`src/rtl/pc_unit_pkg.sv`:
```
// Shared definitions for the fetch program-counter unit: branch encodings,
// default redirect addresses and the branch-condition evaluator.
package pc_unit_pkg;

    typedef enum logic [2:0] {
        BR_NONE = 3'd0,
        BR_BEQ  = 3'd1,
        BR_BNE  = 3'd2,
        BR_BLEZ = 3'd3,
        BR_BGTZ = 3'd4,
        BR_BLTZ = 3'd5,
        BR_BGEZ = 3'd6,
        BR_RSVD = 3'd7
    } br_type_e;

    localparam int          DEF_ADDR_W    = 30;
    localparam logic [29:0] DEF_RESET_PC  = 30'h0000_0C00;
    localparam logic [29:0] DEF_EXC_PC    = 30'h0000_1060;
    localparam int          DEF_RAS_DEPTH = 4;

    // zero/neg describe the ALU result of the compare already performed in execute.
    function automatic logic branch_taken(input logic [2:0] br_type,
                                          input logic zero,
                                          input logic neg);
        logic taken;
        case (br_type_e'(br_type))
            BR_BEQ:  taken = zero;
            BR_BNE:  taken = ~zero;
            BR_BLEZ: taken = neg | zero;
            BR_BGTZ: taken = ~neg & ~zero;
            BR_BLTZ: taken = neg;
            BR_BGEZ: taken = ~neg;
            default: taken = 1'b0;
        endcase
        return taken;
    endfunction

endpackage

```
`src/rtl/pc_unit_ras.sv`:
```
// Return-address stack: circular buffer that overwrites the oldest entry when
// full, and flags a miss when a pop finds it empty or finds the wrong address.
module pc_ras
    import pc_unit_pkg::*;
#(
    parameter int ADDR_W = DEF_ADDR_W,
    parameter int DEPTH  = DEF_RAS_DEPTH
) (
    input  logic              clk,
    input  logic              rst_n,
    input  logic              push,
    input  logic              pop,
    input  logic [ADDR_W-1:0] push_addr,
    input  logic [ADDR_W-1:0] cmp_addr,
    output logic [ADDR_W-1:0] top,
    output logic              empty,
    output logic              miss
);

    localparam int PTR_W = $clog2(DEPTH);
    localparam int CNT_W = $clog2(DEPTH + 1);

    logic [ADDR_W-1:0] mem_q [DEPTH];
    logic [ADDR_W-1:0] mem_d [DEPTH];
    logic [PTR_W-1:0]  wptr_q, wptr_d, top_idx;
    logic [CNT_W-1:0]  cnt_q, cnt_d;
    logic              miss_q, miss_d;

    // wptr points at the next free slot; the newest entry sits just below it.
    assign top_idx = (wptr_q == '0) ? PTR_W'(DEPTH - 1) : wptr_q - PTR_W'(1);
    assign empty   = (cnt_q == '0);
    assign top     = empty ? '0 : mem_q[top_idx];
    assign miss    = miss_q;

    always_comb begin
        mem_d  = mem_q;
        wptr_d = wptr_q;
        cnt_d  = cnt_q;
        miss_d = 1'b0;
        if (push) begin
            mem_d[wptr_q] = push_addr;
            wptr_d        = (wptr_q == PTR_W'(DEPTH - 1)) ? '0 : wptr_q + PTR_W'(1);
            if (cnt_q != CNT_W'(DEPTH)) begin
                cnt_d = cnt_q + CNT_W'(1);
            end
        end else if (pop) begin
            if (empty) begin
                miss_d = 1'b1;
            end else begin
                miss_d = (mem_q[top_idx] != cmp_addr);
                wptr_d = top_idx;
                cnt_d  = cnt_q - CNT_W'(1);
            end
        end
    end

    always_ff @(posedge clk or negedge rst_n) begin
        if (!rst_n) begin
            wptr_q <= '0;
            cnt_q  <= '0;
            miss_q <= 1'b0;
        end else begin
            wptr_q <= wptr_d;
            cnt_q  <= cnt_d;
            miss_q <= miss_d;
        end
    end

    // Entry storage needs no reset: an empty count masks stale contents.
    always_ff @(posedge clk) begin
        mem_q <= mem_d;
    end

endmodule

```
`src/rtl/pc_unit.sv`:
```
// Fetch program counter: selects the next word address from flush, stall,
// register jump, absolute jump, conditional branch or sequential fetch.
module pc_unit
    import pc_unit_pkg::*;
#(
    parameter int                ADDR_W    = DEF_ADDR_W,
    parameter logic [ADDR_W-1:0] RESET_PC  = ADDR_W'(DEF_RESET_PC),
    parameter logic [ADDR_W-1:0] EXC_PC    = ADDR_W'(DEF_EXC_PC),
    parameter int                RAS_DEPTH = DEF_RAS_DEPTH
) (
    input  logic              clk,
    input  logic              rst_n,
    input  logic              stall,
    input  logic              flush,
    input  logic [2:0]        br_type,
    input  logic              zero,
    input  logic              neg,
    input  logic [15:0]       imm,
    input  logic              j_en,
    input  logic              jal,
    input  logic [25:0]       tar_addr,
    input  logic              jr_en,
    input  logic [ADDR_W-1:0] jr_addr,
    output logic [ADDR_W-1:0] pc,
    output logic [ADDR_W-1:0] pc_plus1,
    output logic [ADDR_W-1:0] ras_top,
    output logic              ras_empty,
    output logic              ras_miss
);

    logic [ADDR_W-1:0]        pc_q, pc_d;
    logic signed [ADDR_W-1:0] imm_ext;
    logic [ADDR_W-1:0]        br_tgt, j_tgt;
    logic                     ras_push, ras_pop;

    assign pc       = pc_q;
    assign pc_plus1 = pc_q + ADDR_W'(1);
    assign imm_ext  = {{(ADDR_W - 16){imm[15]}}, imm};
    assign br_tgt   = pc_plus1 + $unsigned(imm_ext);
    assign j_tgt    = {pc_q[ADDR_W-1:26], tar_addr};

    // A JR in the same cycle as a J/JAL wins, so the link push is suppressed.
    assign ras_pop  = jr_en & ~stall & ~flush;
    assign ras_push = j_en & jal & ~jr_en & ~stall & ~flush;

    always_comb begin
        pc_d = pc_plus1;
        if (flush) begin
            pc_d = EXC_PC;
        end else if (stall) begin
            pc_d = pc_q;
        end else if (jr_en) begin
            pc_d = jr_addr;
        end else if (j_en) begin
            pc_d = j_tgt;
        end else if (branch_taken(br_type, zero, neg)) begin
            pc_d = br_tgt;
        end
    end

    always_ff @(posedge clk or negedge rst_n) begin
        if (!rst_n) begin
            pc_q <= RESET_PC;
        end else begin
            pc_q <= pc_d;
        end
    end

    pc_ras #(
        .ADDR_W (ADDR_W),
        .DEPTH  (RAS_DEPTH)
    ) u_ras (
        .clk       (clk),
        .rst_n     (rst_n),
        .push      (ras_push),
        .pop       (ras_pop),
        .push_addr (pc_plus1),
        .cmp_addr  (jr_addr),
        .top       (ras_top),
        .empty     (ras_empty),
        .miss      (ras_miss)
    );

endmodule
```
`config.mk`:
```
export PLATFORM = sky130hd
export DESIGN_NAME = pc_unit
export DESIGN_NICKNAME = d
export VERILOG_FILES = /design/src/rtl/pc_unit_pkg.sv /design/src/rtl/pc_unit_ras.sv /design/src/rtl/pc_unit.sv
export SDC_FILE = /design/constraint.sdc
export NUM_CORES = 1
export LEC_CHECK = 0
export ABC_AREA = 1
export CORE_MARGIN = 5
export CORE_UTILIZATION = 50
export DETAILED_ROUTE_END_ITERATION = 10
export GPL_ROUTABILITY_DRIVEN = 0
export PLACE_DENSITY = 0.77
export SYNTH_ARGS = -nofsm -noshare
export SYNTH_HDL_FRONTEND = slang
export SYNTH_HIERARCHICAL = 1
export SYNTH_SLANG_ARGS = --single-unit
```
`constraint.sdc`:
```
create_clock -name clk -period 2.8 [get_ports clk]
set_clock_uncertainty 0.15 [all_clocks]
set_input_delay 0.84 -clock clk [delete_from_list [all_inputs] [get_ports clk]]
set_output_delay 0.84 -clock clk [all_outputs]
set_load 0.02 [all_outputs]
```
==> reports/metrics.cfg, run 1 <==
[synthesis]
synth_area_leaders=edfxtp_1 32%, nand2_1 16%, nand3_1 8.4%
synth.distinct_cells=54
synth-edff-count=120
synth_cells=1598
async_reset_ff_frac=0.231
synth_commonest_cells=484 x nand2_1, 228 x inv_1, 191 x nand3_1
yosysMostFrequentCell=nand2_1
yosys.area.top_type=edfxtp_1
syn_area_per_cell_sq_um=7.15
synth_ff_type=edfxtp_1
synth_seq_area_share=0.395
syn-num-nets=1724
yosys_warnings=6
syn_area_sq_um=11400
yosys.area.top_type_share=0.316
ys_ff_latch=156

[die]
die_y_um=161
fp.dieW_um=161
io_pins=176
row_count=55
start_util=0.506

[run_status]
outcome=stopped before the end
stop_stage=5_1_grt
tool.error=[ERROR GRT-0232] Routing congestion too high. Check the congestion heatmap in the GUI.

[timing]
postGrtWorstEndpoint=pc[24]$_DFFE_PN0P_/D
worst_endpoint_kind=register input

[clocking]
numCtsBuffers=17
clock_sinks=156
clockBufferDepth=2
htreeDepth=4
clockRootBuffer=clkbuf_16

[placed_design]
dpl.hpwl_mm=34.7
io_buffers=175
place_ws_ns=-0.762

[global_route]
gr-total-overflow=117
grt_max_degree=35
gr-usage-all-layers=0.755

## timing repair
action / 4_1_cts
hold endpoints to repair: 0
gates cloned: 10
setup endpoints to repair: 88
pin swaps: 130
hold buffers: 0
buffers inserted: 114
gates resized for setup: 726
## stage by stage
| step | instances | setup TNS (ns) | util | area [sq um] |
|---|---|---|---|---|
| after detailed placement | 2279 | -30.88 | 0.713 | 16100 |
| after CTS | 2431 | -20.71 | 0.861 | 19400 |
| after floorplan | 1598 | -1.62 | - | 12000 |
| after global placement | 2279 | -28.37 | 0.713 | 16100 |
## layer usage
| metal | overflow | global-route usage |
|---|---|---|
| met5 | 0 | 0.297 |
| met2 | 69 | 0.924 |
| met4 | 45 | 0.793 |
| met1 | 1 | 0.731 |
| met3 | 2 | 0.606 |
## logic make-up after synthesis
kind of cell	synth area share
adder cells (fa/ha/maj)	0.0473
flip-flops	0.395
AND/OR/NAND/NOR	0.337
XOR/XNOR	0.0199
multiplexers	0.000986
AO/OA/AOI/OAI	0.0991
buffers and inverters	0.101
==> run 2: changes to the inputs <==
Settings changed: CORE_UTILIZATION 50 to 40, PLACE_DENSITY 0.77 to unset, PLACE_DENSITY_LB_ADDON set to 0.15.
Clock period 2.8 ns to 3.6 ns, I/O delays scaled along.
==> reports/metrics.cfg, run 2 <==
[global_route]
grt_pass1_wl_mm=66.5
use_met2=0.460
grt_util_met3=0.0399
grt_util_met1=0.367
gr-usage-all-layers=0.278
grt_antenna_before_repair=1
grt-busiest-layer=met2
gr-total-overflow=0
grt_pass1_vias=11700
grt_max_degree=45

[routing]
drcViolationCount=0
avgViaCountPerCell=5.38
routed-via-count=12200
drtAntennaViolNets=0
firstDrtPassIters=8
wl_per_cell_um=20.1
finalWirelength_mm=45.4
drt_iter0_markers=1516

[timing]
worst_pin_slew_ns=1.12
fin_ws_ns=0.00111
fin_crit_ns=3.60
hold_viol=0
setup_viol=0
slew_viol_final=0
min_period_over_period=1.00
rsz0062_at_grt=true
clock.fmax_ghz=0.278
relSlewSlack=0.256
holdWs_ns=0.384

[synthesis]
synth_ff_type=edfxtp_1
synth.distinct_cells=54  ; unchanged
synth_seq_area_share=0.395  ; unchanged
synth_commonest_cells=484 x nand2_1, 228 x inv_1, 191 x nand3_1
syn_area_sq_um=11400  ; unchanged
ys_ff_latch=156  ; unchanged
syn-num-nets=1724  ; unchanged
syn_area_per_cell_sq_um=7.15  ; unchanged
yosys.area.top_type=edfxtp_1
yosys.area.top_type_share=0.316  ; unchanged
synth_area_leaders=edfxtp_1 32%, nand2_1 16%, nand3_1 8.4%
yosysMostFrequentCell=nand2_1
synth_cells=1598  ; unchanged
async_reset_ff_frac=0.231  ; unchanged
synth-edff-count=120  ; unchanged
yosys_warnings=6  ; unchanged

[setup_path]
worstPathCellList=nand2_2 -> nor2_4 -> nand2_1 -> nor2_2 -> nand4_1 -> or2_4 -> nand2_1 -> inv_1 -> buf_2
critical-path-slowest-cell=dfstp_2
cp-start-kind=flip-flop
cp_common_cell=nand2_1
worst_path_largest_cell_delay_ns=0.58
critPathBufInv=2
worstPathRequired_ns=2.37
crit_fanout=4
crit_type=flip-flop to output port
crit_family=simple AND/OR/NAND/NOR gates
cp_data_arrival_time_ns=2.37
worst_setup_path_end_kind=output port

[layout]
synthToLayoutAreaGrowth_pct=34.3
final_util=0.548
antennaDiodeCount=0
fillers=2682
final_common_cell=nand2_1
drive_gt1_frac=0.163
regArea_sq_um=4520
top_register=u_ras/mem_q
layout_common_cells=473 x nand2_1, 218 x inv_1, 189 x nand3_1
fin_cells=2262
final_nets=1999
multi_input_area_sq_um=6080
largest_register_ffs=120

[die]
start_util=0.408  ; -0.0982
io_pins=176  ; unchanged
fp.dieW_um=179  ; +11%
die-area_sq_um=32000
die_y_um=179  ; +11%
row_count=61  ; +11%
core-area_sq_um=28000

[pwr]
p_leak_nw=7.22
ir_drop_uv=493
p_per_area_nw_per_um2=627

[run]
drv_cap=0

[clocking]
clock_sinks=156  ; unchanged
clockRootBuffer=clkbuf_16
insertion_delay_ns=0.43
numCtsBuffers=17  ; unchanged
cts_tree=done
clkTransAtPathRegs_ns=0.07
htreeDepth=4  ; unchanged
clockBufferDepth=2  ; unchanged

[placed_design]
place_ws_ns=-0.0989  ; +0.663 ns
dpl.hpwl_mm=33.9  ; -2.1%
io_buffers=175  ; unchanged
dp.cells=2221  ; -2.5%

[min_path]
worstHoldPathType=flip-flop to flip-flop

[run_status]
outcome=finished, final reports clean

run 2: cell counts after synthesis:
Identical to the previous run, type by type.
run 2: logic make-up after synthesis:
group                    after synthesis  synth area share
AND/OR/NAND/NOR                      891             0.337
buffers and inverters                287             0.101
AO/OA/AOI/OAI                        195            0.0991
flip-flops                           156             0.395
adder cells (fa/ha/maj)               42            0.0473
XOR/XNOR                              26            0.0199
multiplexers                           1          0.000986
run 2: cell type report:
cell class / instances / share of cell area
multi-input combinational: 1155 / 0.396
tap: 378 / 0.0308
timing repair buffer: 307 / 0.184
clock buffer: 18 / 0.0280
inverter: 236 / 0.0579
sequential: 156 / 0.295
clock inverter: 12 / 0.00808
run 2: layer usage:
layer / vias up / wire length (um)
li1: 5747 / -
met1: 5630 / 18100
met2: 692 / 21100
met5: - / 18
met3: 108 / 4280
met4: 2 / 1850
run 2: report_power, final:
group          internal [mW]  leakage, nW  switching, mW
Sequential              2.03         1.53         0.0793
Combinational           2.06         5.43           3.69
Clock                   1.01        0.257          0.759
run 2: worst paths after layout:
path                                      from  slack, ns        endpoint  cells past startpoint
worst max-delay path                    pc[11]      0.001    pc_plus1[25]                      9
worst min-delay path            u_ras/cnt_q[0]       0.38  u_ras/cnt_q[0]                      1
worst max register to register           pc[1]       0.08          pc[24]                     17
worst min register to register  u_ras/cnt_q[0]       0.38  u_ras/cnt_q[0]                      1
max in group asynchronous                rst_n       1.82           pc[0]                      1
min in group asynchronous                rst_n       0.71      u_ras/miss                      1
run 2: repair_timing:
item	CTS	global route
endpoints found under the setup margin	59	60
pin swaps	7	13
hold endpoints to repair	0	0
setup buffers	5	5
resized for setup	117	107
gates cloned	0	1
hold buffers	0	0
run 2: per-stage QoR:
stage | TNS [ns] | cell area, sq um | power (mW)
detailed placement | -0.599 | 14500 | 7.92
finish | 0 | 15300 | 9.62
CTS | -0.331 | 15100 | 9.50
floorplan | 0 | 11400 | 5.51
global route | -0.664 | 15300 | 10.2
global placement | -0.233 | 14500 | 7.86
Power figures use the tool's default switching activity.
==> run 3: changes to the inputs <==
Clock period 3.6 ns to 4.64 ns, I/O delays scaled along.
==> reports/metrics.cfg, run 3 (synthesized netlist as in run 2, its figures left out) <==
[run_status]
outcome=finished, final reports clean

[clocking]
post_cts_buffers=0  ; -5
clockBufferDepth=2  ; unchanged
clkTransAtPathRegs_ns=0.07  ; about the same
htreeDepth=4  ; unchanged
postCtsHoldBufs=0  ; unchanged
cts_tree=done
numCtsBuffers=17  ; unchanged
insertion_delay_ns=0.43  ; about the same
clockRootBuffer=clkbuf_16
clock_sinks=156  ; unchanged

[routing]
wirelength_met1_mm=17.6  ; -2.8%
routed-via-count=11600  ; -4.4%
top_layer_used=met4
avgViaCountPerCell=5.34  ; -0.81%
finalWirelength_mm=42.5  ; -6.3%
route.met2.wl_mm=20.1  ; -5.1%
drt_iter0_markers=1096  ; -28%
drtAntennaViolNets=0  ; unchanged
firstDrtPassIters=5  ; -3
drcViolationCount=0  ; unchanged
wl_per_cell_um=19.5  ; -2.8%
wl_met3_mm=3.38  ; -21%

[timing]
rsz0062_at_grt=false
setup_viol=0  ; unchanged
min_period_over_period=0.983
fin_ws_ns=0.0806  ; +0.0795 ns
worst_pin_slew_ns=1.02  ; -0.0967 ns
hold_viol=0  ; unchanged
clock.fmax_ghz=0.219
slew_viol_final=0  ; unchanged
relSlewSlack=0.321  ; +0.0644
finalSetupTns_ns=0  ; unchanged
fin_crit_ns=4.56

[die]
start_util=0.408  ; unchanged
row_count=61  ; unchanged
io_pins=176  ; unchanged
fp.dieW_um=179  ; unchanged
core-area_sq_um=28000  ; unchanged
die_y_um=179  ; unchanged
die-area_sq_um=32000  ; unchanged

[setup_path]
reg2reg_to=pc[24]
timing.rr.start=pc[17]
crit_family=buffers and inverters
crit_type=flip-flop to output port
worst_setup_path_end_kind=output port
cp_data_arrival_time_ns=3.02  ; +0.65 ns
worstPathRequired_ns=3.10  ; +0.73 ns
cp-start-kind=flip-flop
critPathBufInv=2  ; unchanged
crit_fanout=6  ; +2
worstPathCellList=nand2_1 -> nor2_1 -> nand2_1 -> nor2_1 -> nand4_1 -> xor2_1 -> inv_1 -> clkdlybuf4s50_1
critical-path-slowest-cell=clkdlybuf4s50_1
worst_path_largest_cell_delay_ns=0.66  ; +0.08 ns
worst-r2r-setup-slack_ns=0.61  ; +0.53 ns
r2r_cells=20  ; +3

[global_route]
gr-usage-all-layers=0.264  ; -0.0134
grt_max_degree=42  ; -6.7%
grt_antenna_before_repair=0  ; -1
gr-total-overflow=0  ; unchanged
grt_pass1_vias=11000  ; -5.4%
grt_pass1_wl_mm=63.4  ; -4.7%

[layout]
synthToLayoutAreaGrowth_pct=26.3
final_common_cell=nand2_1
layout_common_cells=484 x nand2_1, 228 x inv_1, 191 x nand3_1
fin_cells=2180  ; -3.6%
final_cell_area_sq_um=14400  ; -5.9%
top_register=u_ras/mem_q
largest_register_ffs=120  ; unchanged
antennaDiodeCount=0  ; unchanged
drive_gt1_frac=0.0660  ; -0.0969
final_nets=1915  ; -4.2%

[pwr]
pwr-share-seq=0.221  ; +0.002
pwr-share-comb=0.579  ; -0.018
p_sw_frac=0.458  ; -0.0122
p_per_area_nw_per_um2=517  ; -18%
p_switching_mw=3.42  ; -24%
clkPwrFrac=0.201  ; +0.017
ir_drop_uv=316  ; -36%
p_int_mw=4.04  ; -21%
p_leak_nw=6.71  ; -7.1%

[min_path]
hold-path-cell-count=1  ; unchanged
worstHoldPathType=flip-flop to flip-flop
holdCritStartpoint=u_ras/cnt_q[0]
min_to=u_ras/cnt_q[0]

[placed_design]
dpl.hpwl_mm=32.6  ; -4.0%
place_ws_ns=0.186  ; +0.285 ns
dp.cells=2148  ; -3.3%
io_buffers=175  ; unchanged
dpl_cell_area_sq_um=13800  ; -4.8%

[run]
drv_cap=0  ; unchanged

-- run 3: cell count changes in the layout (fill, tap and decap cells not counted), sizes merged --
cell           delta
buf              -88
clkdlybuf4s50    +55
dlygate4sd2      -22
clkbuf           -16
clkdlybuf4s15     -9
clkinv            -3
inv               +3
clkinvlp          -2
-- run 3: final cells by class --
cell class	instances	area (sq um)
inverter	236	886
multi-input combinational	1155	5770
tap	378	473
timing repair buffer	223	2150
sequential	156	4510
clock buffer	22	518
clock inverter	10	120
fill	2751	13600
-- run 3: power by group through the flow --
stage	clock, mW	combinational, mW	sequential [mW]
after floorplan	0	2.60	1.67
after global placement	0	4.24	1.67
after detailed placement	0	4.28	1.67
after CTS	1.51	4.29	1.64
after global routing	1.56	4.69	1.65
final	1.50	4.32	1.65
-- run 3: routing by layer --
metal / GRT usage / up-vias
met5: 0 / -
met4: 0.0959 / 0
met3: 0.0388 / 91
met2: 0.440 / 542
met1: 0.351 / 5417
li1: - / 5592
-- run 3: how the worst max path moves through the flow --
stage,start,endpoint,slack (ns),depth (start not counted)
floorplan,j_en,u_ras/mem_q[0],0.82,8
global placement,imm[15],pc[24],0.21,13
detailed placement,imm[15],pc[24],0.19,13
CTS,pc[1],pc_plus1[24],0.07,10
global route,pc[10],pc_plus1[27],0.01,8
finish,pc[10],pc_plus1[27],0.08,8
-- run 3: timing repair --
action | in CTS | in global routing
setup endpoints to repair | 1 | 7
resized for setup | 2 | 3
cloned | 0 | 0
pin swaps | 0 | 0
-- run 3: through the flow --
| step | power [mW] | hold slack, ns | utilization |
|---|---|---|---|
| 3_3_place_gp | 5.90 | 0.382 | 0.491 |
| 3_5_place_dp | 5.94 | 0.372 | 0.491 |
| 4_1_cts | 7.44 | 0.391 | 0.515 |
| 6_report | 7.46 | 0.387 | 0.515 |
| 2_1_floorplan | 4.28 | 0.344 | - |
| 5_1_grt | 7.91 | 0.416 | 0.515 |
==> run 4: changes to the inputs <==
Settings changed: MAX_ROUTING_LAYER set to met4.
==> reports/metrics.cfg, run 4 (synthesized netlist as in run 2, its figures left out) <==
[run_status]
outcome=finished, final reports clean

[layout]
drive_gt1_frac=0.0660  ; unchanged
synthToLayoutAreaGrowth_pct=26.4  ; about the same
largest_register_ffs=120  ; unchanged
final_nets=1915  ; unchanged
final_cell_area_sq_um=14400  ; about the same
final_common_cell=nand2_1
top_register=u_ras/mem_q
antennaDiodeCount=0  ; unchanged
layout_common_cells=484 x nand2_1, 228 x inv_1, 191 x nand3_1
fin_cells=2180  ; unchanged

[setup_path]
crit_end=pc_plus1[18]
critPathLaunch=pc[17]
timing.rr.start=pc[17]
critical-path-slowest-cell=clkdlybuf4s50_1
crit_fanout=7  ; +1
crit_family=simple AND/OR/NAND/NOR gates
cp_common_cell=nand2_1
cp.depth=8  ; unchanged
worst-r2r-setup-slack_ns=0.61  ; about the same
worstPathRequired_ns=3.10  ; about the same
reg2reg_to=pc[24]
cp-start-kind=flip-flop
crit_type=flip-flop to output port
worst_path_largest_cell_delay_ns=0.62  ; -0.04 ns
worstPathCellList=nand2_1 -> nor2_1 -> nand2_1 -> nor3_1 -> or2_2 -> nand2_1 -> inv_1 -> clkdlybuf4s50_1
critPathBufInv=2  ; unchanged
worst_setup_path_end_kind=output port
r2r_cells=20  ; unchanged
cp_data_arrival_time_ns=2.98  ; -0.04 ns

[global_route]
gr-usage-all-layers=0.272  ; +0.00774
gr-total-overflow=0  ; unchanged
grt_pass1_wl_mm=63.4  ; about the same
grt_antenna_before_repair=0  ; unchanged
grt_max_degree=42  ; unchanged
grt_pass1_vias=11000  ; -0.28%

[die]
die_y_um=179  ; unchanged
die-area_sq_um=32000  ; unchanged
row_count=61  ; unchanged
io_pins=176  ; unchanged
start_util=0.408  ; unchanged
core-area_sq_um=28000  ; unchanged
fp.dieW_um=179  ; unchanged

[clocking]
clock_sinks=156  ; unchanged
numCtsBuffers=17  ; unchanged
htreeDepth=4  ; unchanged
clkTransAtPathRegs_ns=0.06  ; about the same
insertion_delay_ns=0.43  ; about the same
cts_tree=done
post_cts_buffers=0  ; unchanged
clockBufferDepth=2  ; unchanged
clockRootBuffer=clkbuf_16

[routing]
firstDrtPassIters=6  ; +1
wl_per_cell_um=19.4  ; -0.42%
drtAntennaViolNets=0  ; unchanged
drt_iter0_markers=1285  ; +17%
drcViolationCount=0  ; unchanged
routed-via-count=11600  ; -0.33%
avgViaCountPerCell=5.32  ; -0.33%
finalWirelength_mm=42.3  ; -0.42%

[placed_design]
io_buffers=175  ; unchanged
dp.cells=2148  ; unchanged
dpl.hpwl_mm=32.6  ; unchanged
dpl_cell_area_sq_um=13800  ; unchanged

[timing]
min_period_over_period=0.976  ; -0.00705
clock.fmax_ghz=0.221  ; +0.72%
hold_viol=0  ; unchanged
fin_crit_ns=4.53  ; -0.0327 ns
worst_pin_slew_ns=1.01  ; -0.00507 ns
rsz0062_at_grt=false
finalSetupTns_ns=0  ; unchanged
setup_viol=0  ; unchanged
slew_viol_final=0  ; unchanged
relSlewSlack=0.324  ; +0.00338

[pwr]
total_power_mw=7.45  ; about the same
ir_drop_uv=321  ; +1.7%
p_leak_nw=6.72  ; +0.18%
p_per_area_nw_per_um2=517  ; -0.10%

[run]
drv_cap=0  ; unchanged

[min_path]
worstHoldPathType=flip-flop to flip-flop

-- run 4: how the worst min path moves through the flow --
stage | slack, ns | depth (start not counted) | startpoint | endpoint
floorplan | 0.34 | 2 | u_ras/cnt_q[2] | u_ras/cnt_q[2]
global placement | 0.38 | 2 | pc[10] | pc[10]
detailed placement | 0.37 | 2 | pc[11] | pc[11]
CTS | 0.39 | 2 | pc[11] | pc[11]
global route | 0.42 | 1 | u_ras/cnt_q[0] | u_ras/cnt_q[0]
finish | 0.39 | 2 | pc[11] | pc[11]
-- run 4: cell type report --
class,count,area [sq um]
Clock buffer,22,518
Multi-Input combinational cell,1155,5770
Tap cell,378,473
Inverter,236,888
Timing Repair Buffer,223,2150
Sequential cell,156,4510
Fill cell,2752,13600
Clock inverter,10,120
-- run 4: power by group --
group	internal, mW	leakage (nW)	switching, mW	total (mW)
sequential	1.57	1.55	0.0715	1.65
combinational	1.56	4.86	2.75	4.31
clock	0.909	0.310	0.586	1.49
-- run 4: what timing repair did --
action                                  in CTS  in global routing
endpoints found under the setup margin       1                  7
pin swaps                                    0                  0
hold buffers                                 0                  0
resized for setup                            2                  6
-- run 4: per-layer routing --
layer,track usage,vias to the layer above,part of all wire
li1,-,5592,-
met1,0.353,5355,0.41
met2,0.442,560,0.47
met3,0.0356,96,0.081
met4,0.0931,0,0.033
met5,-,-,0
-- run 4: tightest hold or removal path, stage by stage (launching register included) --
cell     delay, ns
dfstp_2       0.40
nand2_1       0.06
o21ai_0       0.07
-- run 4: through the flow --
step           hold slack (ns)  setup WS (ns)  utilization
2_1_floorplan            0.344          0.816            -
3_3_place_gp             0.382          0.209        0.491
3_5_place_dp             0.372          0.186        0.491
4_1_cts                  0.391         0.0716        0.515
5_1_grt                  0.416        0.00963        0.515
6_report                 0.391          0.113        0.515
